===== src/rtl/alu_cmd_sequencer.sv =====
`default_nettype none
// +--------------------------------------------------------------------------+
// | Module   : alu_cmd_sequencer                                             |
// | Purpose  : Initiator-side front end for an 8-bit combinational ALU.      |
// |            Accepts commands over valid/ready, drives registered ALU      |
// |            operands/opcode, captures the ALU result with status flags   |
// |            and returns it over a second valid/ready handshake. Keeps an  |
// |            accumulator so command streams can chain results.             |
// | Ports    : clk, rst_n (sync, active low)                                 |
// |            cmd_valid/cmd_ready/cmd_op/cmd_a/cmd_b/cmd_acc  command in    |
// |            alu_op/alu_a/alu_b (out), alu_result (in)      ALU interface |
// |            rsp_valid/rsp_ready/rsp_result/rsp_zero/rsp_neg/rsp_carry     |
// |            acc, op_count                                  status        |
// | Revision : 1.0  initial release                                          |
// +--------------------------------------------------------------------------+
module alu_cmd_sequencer #(
  parameter int WIDTH = 8,
  parameter int OPW   = 3,
  parameter int CNTW  = 16
) (
  input  logic             clk,
  input  logic             rst_n,
  input  logic             cmd_valid,
  output logic             cmd_ready,
  input  logic [OPW-1:0]   cmd_op,
  input  logic [WIDTH-1:0] cmd_a,
  input  logic [WIDTH-1:0] cmd_b,
  input  logic             cmd_acc,
  output logic [OPW-1:0]   alu_op,
  output logic [WIDTH-1:0] alu_a,
  output logic [WIDTH-1:0] alu_b,
  input  logic [WIDTH-1:0] alu_result,
  output logic             rsp_valid,
  input  logic             rsp_ready,
  output logic [WIDTH-1:0] rsp_result,
  output logic             rsp_zero,
  output logic             rsp_neg,
  output logic             rsp_carry,
  output logic [WIDTH-1:0] acc,
  output logic [CNTW-1:0]  op_count
);

  localparam logic [OPW-1:0] OP_ADD = OPW'(0);
  localparam logic [OPW-1:0] OP_SUB = OPW'(1);

  typedef enum logic [1:0] {
    IDLE = 2'd0,
    EXEC = 2'd1,
    RESP = 2'd2
  } state_t;

  state_t state, state_nxt;

  logic             cmd_fire;
  logic             rsp_fire;
  logic [WIDTH-1:0] sel_a;
  logic [WIDTH:0]   sum_ext;
  logic             carry_sel;
  logic             carry_q;

  // ---------------------------------------------------------------- FSM
  always_ff @(posedge clk) begin
    if (!rst_n) state <= IDLE;
    else        state <= state_nxt;
  end

  always_comb begin
    state_nxt = state;
    cmd_ready = 1'b0;
    rsp_valid = 1'b0;
    case (state)
      IDLE: begin
        cmd_ready = 1'b1;
        if (cmd_valid) state_nxt = EXEC;
      end
      EXEC: state_nxt = RESP;
      RESP: begin
        rsp_valid = 1'b1;
        if (rsp_ready) state_nxt = IDLE;
      end
      default: state_nxt = IDLE;
    endcase
  end

  assign cmd_fire = cmd_valid & cmd_ready;
  assign rsp_fire = rsp_valid & rsp_ready;

  // Carry/borrow is derived from the same operands handed to the ALU, since
  // the ALU itself only returns the modulo-2^WIDTH result.
  assign sel_a   = cmd_acc ? acc : cmd_a;
  assign sum_ext = {1'b0, sel_a} + {1'b0, cmd_b};

  always_comb begin
    carry_sel = 1'b0;
    if (cmd_op == OP_ADD)      carry_sel = sum_ext[WIDTH];
    else if (cmd_op == OP_SUB) carry_sel = (sel_a < cmd_b);
  end

  // ----------------------------------------------------------- datapath
  always_ff @(posedge clk) begin
    if (!rst_n) begin
      alu_op     <= '0;
      alu_a      <= '0;
      alu_b      <= '0;
      carry_q    <= 1'b0;
      rsp_result <= '0;
      rsp_zero   <= 1'b0;
      rsp_neg    <= 1'b0;
      rsp_carry  <= 1'b0;
      acc        <= '0;
      op_count   <= '0;
    end else begin
      if (cmd_fire) begin
        alu_op  <= cmd_op;
        alu_a   <= sel_a;
        alu_b   <= cmd_b;
        carry_q <= carry_sel;
      end
      // ALU inputs have been stable for the whole EXEC cycle here.
      if (state == EXEC) begin
        rsp_result <= alu_result;
        acc        <= alu_result;
        rsp_zero   <= (alu_result == '0);
        rsp_neg    <= alu_result[WIDTH-1];
        rsp_carry  <= carry_q;
      end
      if (rsp_fire) op_count <= op_count + CNTW'(1);
    end
  end

endmodule
`default_nettype wire


===== config.mk =====
export PLATFORM = sky130hd
export DESIGN_NAME = alu_cmd_sequencer
export DESIGN_NICKNAME = d
export VERILOG_FILES = /design/src/rtl/alu_cmd_sequencer.sv
export SDC_FILE = /design/constraint.sdc
export NUM_CORES = 1
export LEC_CHECK = 0
export ABC_AREA = 1
export CAP_MARGIN = 20
export CORE_ASPECT_RATIO = 0.75
export CORE_MARGIN = 4
export CORE_UTILIZATION = 48
export DETAILED_ROUTE_END_ITERATION = 8
export PLACE_DENSITY = 0.82
export SLEW_MARGIN = 30
export SYNTH_ARGS = -nofsm -noshare
export SYNTH_HDL_FRONTEND = slang
export SYNTH_SLANG_ARGS = --single-unit

===== constraint.sdc =====
create_clock -name clk -period 3.97 [get_ports clk]
set_input_delay 0.397 -clock clk [delete_from_list [all_inputs] [get_ports clk]]
set_output_delay 0.397 -clock clk [all_outputs]
set_load 0.01 [all_outputs]

==> run metrics <==
status=finished, final reports clean; drc violations=0; Netlist cell types=28; Reg2Reg Launch Point=state[1]; #FFs+latches synth=48; final WL=6420 um; pin count of the biggest net entering global routing=40; post-synth top area cell=dfxtp_1; critical path launch point=cmd_acc; All-Layer GR Usage=20.6%; IO Port Bufs=87; overall power=1.10 mW; share of cells above drive strength 1=5.31%; Hold/Removal Path Class=reg -> reg; worst flop-to-flop path endpoint=alu_a[0]; sequential share of the synthesized area=39.6%; CP peak stage delay=0.60 ns; Tcrit/Tclk final=55.1%; crit path to=carry_q; Leak Pwr=1.44 nW; EDFF count, synth=0; nets@finish=461; Critical Path RT=4.15 ns; Max stage delay cell, worst path=clkdlybuf4s50_1; first-pass GRT wire length=10600 um; VDD IR max=0.203 mV; Hold Vio Cnt, Final=0; Post-synth top cells=68 x nand2_1, 52 x nor2_1, 48 x dfxtp_1, 35 x inv_1, 34 x o21ai_0; gpl congestion=0.848; initial antenna violation count=0; critical path cell sequence=clkdlybuf4s50_1 > inv_2 > nand2_1 > nand2_1 > ha_1 > inv_1 > a21oi_1 > a21boi_0 > nand2_1 > nand2_1 > nand2_1 > nand2_1 > a21oi_1; RSZ-0062 raised after global routing=false; drt first pass iters=4; relative slew slack=49.0%; Via-to-Cell Ratio=5.04; synth warn=0; Routed Antenna Nets=0; CP endpoint kind=flip-flop; final setup fails=0; post-CTS sizing=0; setup bufs post-CTS=0; global route overflow=0; clk buf depth=2; R2R cell count=5; Clock Pin Slew Worst Setup and Hold Paths=0.08 ns; clock sink count=48; top cells by area, synth=dfxtp_1 40%, nand2_1 11%, ha_1 8.2%; PwrDens=327 mW/mm2; min Tclk post-route=2.19 ns; critical path class=in -> reg; synthesized cell area=0.00243 mm2; H-tree depth=2; Site Rows=22; Synth Net Count=385; CORE AREA=0.00490 mm2; f_max=457 MHz; post-DP HPWL=4840 um; dominant cell by count in the synthesized netlist=nand2_1; Antenna diodes=0; Starting DRT DRC Count=68; die height=69.6 um; R2R setup slack=2.04 ns; TritonCTS Buffers=5; Initial Util=49.5%; most used cell along the critical path=nand2_1; Syn Inst Count=337; fin. max-slew vios=0; area share of the largest cell type after synthesis=39.6%; top-level port count=88; Clock Skew=0.00485 ns; wire per inst=13.5 um; Worst Setup Start Kind=primary input; Area growth syn-to-layout=39.0%; max-cap viol count=0; CTS tree=done; crit path max fanout=9; vias in the first global route=2305; Syn Area/Cell=7.20 um2; Die Span X=90.1 um; clock latency on the worst-skew pair=0.30 ns; via count=2387; die area=0.00627 mm2; setup_tns=0 ns; Worst EP arrival=2.37 ns; clk root buf=clkbuf_8; Synth async-reset ratio=0%; top_reg_cell synth=dfxtp_1; Hold-fix buffers, CTS=0; Slew @ Worst Pin=0.764 ns
-- cells by family (layout without fill, tap and decap cells) --
family	after synthesis	after routing	share of synthesized area (%)
compound gates	68	68	14.8
fa+ha+maj	16	16	8.25
buf+inv	56	133	10.4
flops	48	48	39.6
simple gates	149	149	27.0
-- cell usage in the layout, fill, tap and decap left out, types with 5 or more instances in the layout --
cell type / netlist / final
clkbuf_8: 0 / 5
inv_1: 35 / 35
nor3_1: 5 / 5
clkdlybuf4s50_1: 0 / 87
a21oi_1: 26 / 26
nand3_1: 8 / 8
dfxtp_1: 48 / 48
o21ai_0: 34 / 34
nand2_1: 68 / 68
ha_1: 16 / 16
nor2_2: 5 / 5
nor2_1: 52 / 52
-- sequential cells by signal, indices dropped and copies added, names as in the netlist --
signal and flops:
alu_a 8, alu_b 8, rsp_neg 1, alu_op 3, rsp_zero 1, carry_q 1
op_count 16, acc 7, state 2, rsp_carry 1
-- routing by layer --
layer	vias to the layer above	wire length [um]	global-route usage, %
met2	81	2880	32.0
met1	1073	2950	27.1
met4	0	68	5.94
li1	1226	-	-
met3	7	519	7.16
met5	-	0	0
-- where the power goes --
part | switching [mW] | internal (mW) | leakage [nW]
Combinational | 0.113 | 0.115 | 0.989
Clock | 0.163 | 0.187 | 0.0552
Sequential | 0.0179 | 0.507 | 0.393
-- area by class of cell --
cell class	instances	area, um2
Clock inverter	2	35.0
Tap cell	60	75.1
Inverter	37	139
Clock buffer	6	72.6
Fill cell	441	1530
Timing Repair Buffer	88	878
Sequential cell	48	961
Multi-Input combinational cell	233	1210
-- worst min path at each step --
| stage | from | cells after the start | slack [ns] | endpoint |
|---|---|---|---|---|
| 5_1_grt | rsp_zero | 2 | 0.50 | rsp_zero |
| 2_1_floorplan | carry_q | 2 | 0.45 | carry_q |
| 3_3_place_gp | alu_op[2] | 2 | 0.46 | alu_op[2] |
| 6_report | rsp_zero | 2 | 0.49 | rsp_zero |
| 4_1_cts | rsp_zero | 2 | 0.49 | rsp_zero |
| 3_5_place_dp | alu_a[1] | 2 | 0.47 | alu_a[1] |
-- per-stage QoR --
step / util (%) / hold slack [ns] / cells / cell area, um2 / setup WS (ns)
after floorplan: - / 0.446 / 337 / 2430 / 2.19
after detailed placement: 66.7 / 0.474 / 466 / 3270 / 1.49
final: 68.9 / 0.491 / 474 / 3370 / 1.78
after global routing: 68.9 / 0.501 / 474 / 3370 / 1.61
after CTS: 68.9 / 0.489 / 474 / 3370 / 1.81
after global placement: 66.7 / 0.464 / 466 / 3270 / 1.59
-- critical path: cells and delay by family --
kind / cells / cell delay, ns
buf+inv: 3 / 0.80
simple gates: 6 / 0.41
fa+ha+maj: 1 / 0.40
compound gates: 3 / 0.36
Power figures use the tool's default switching activity.
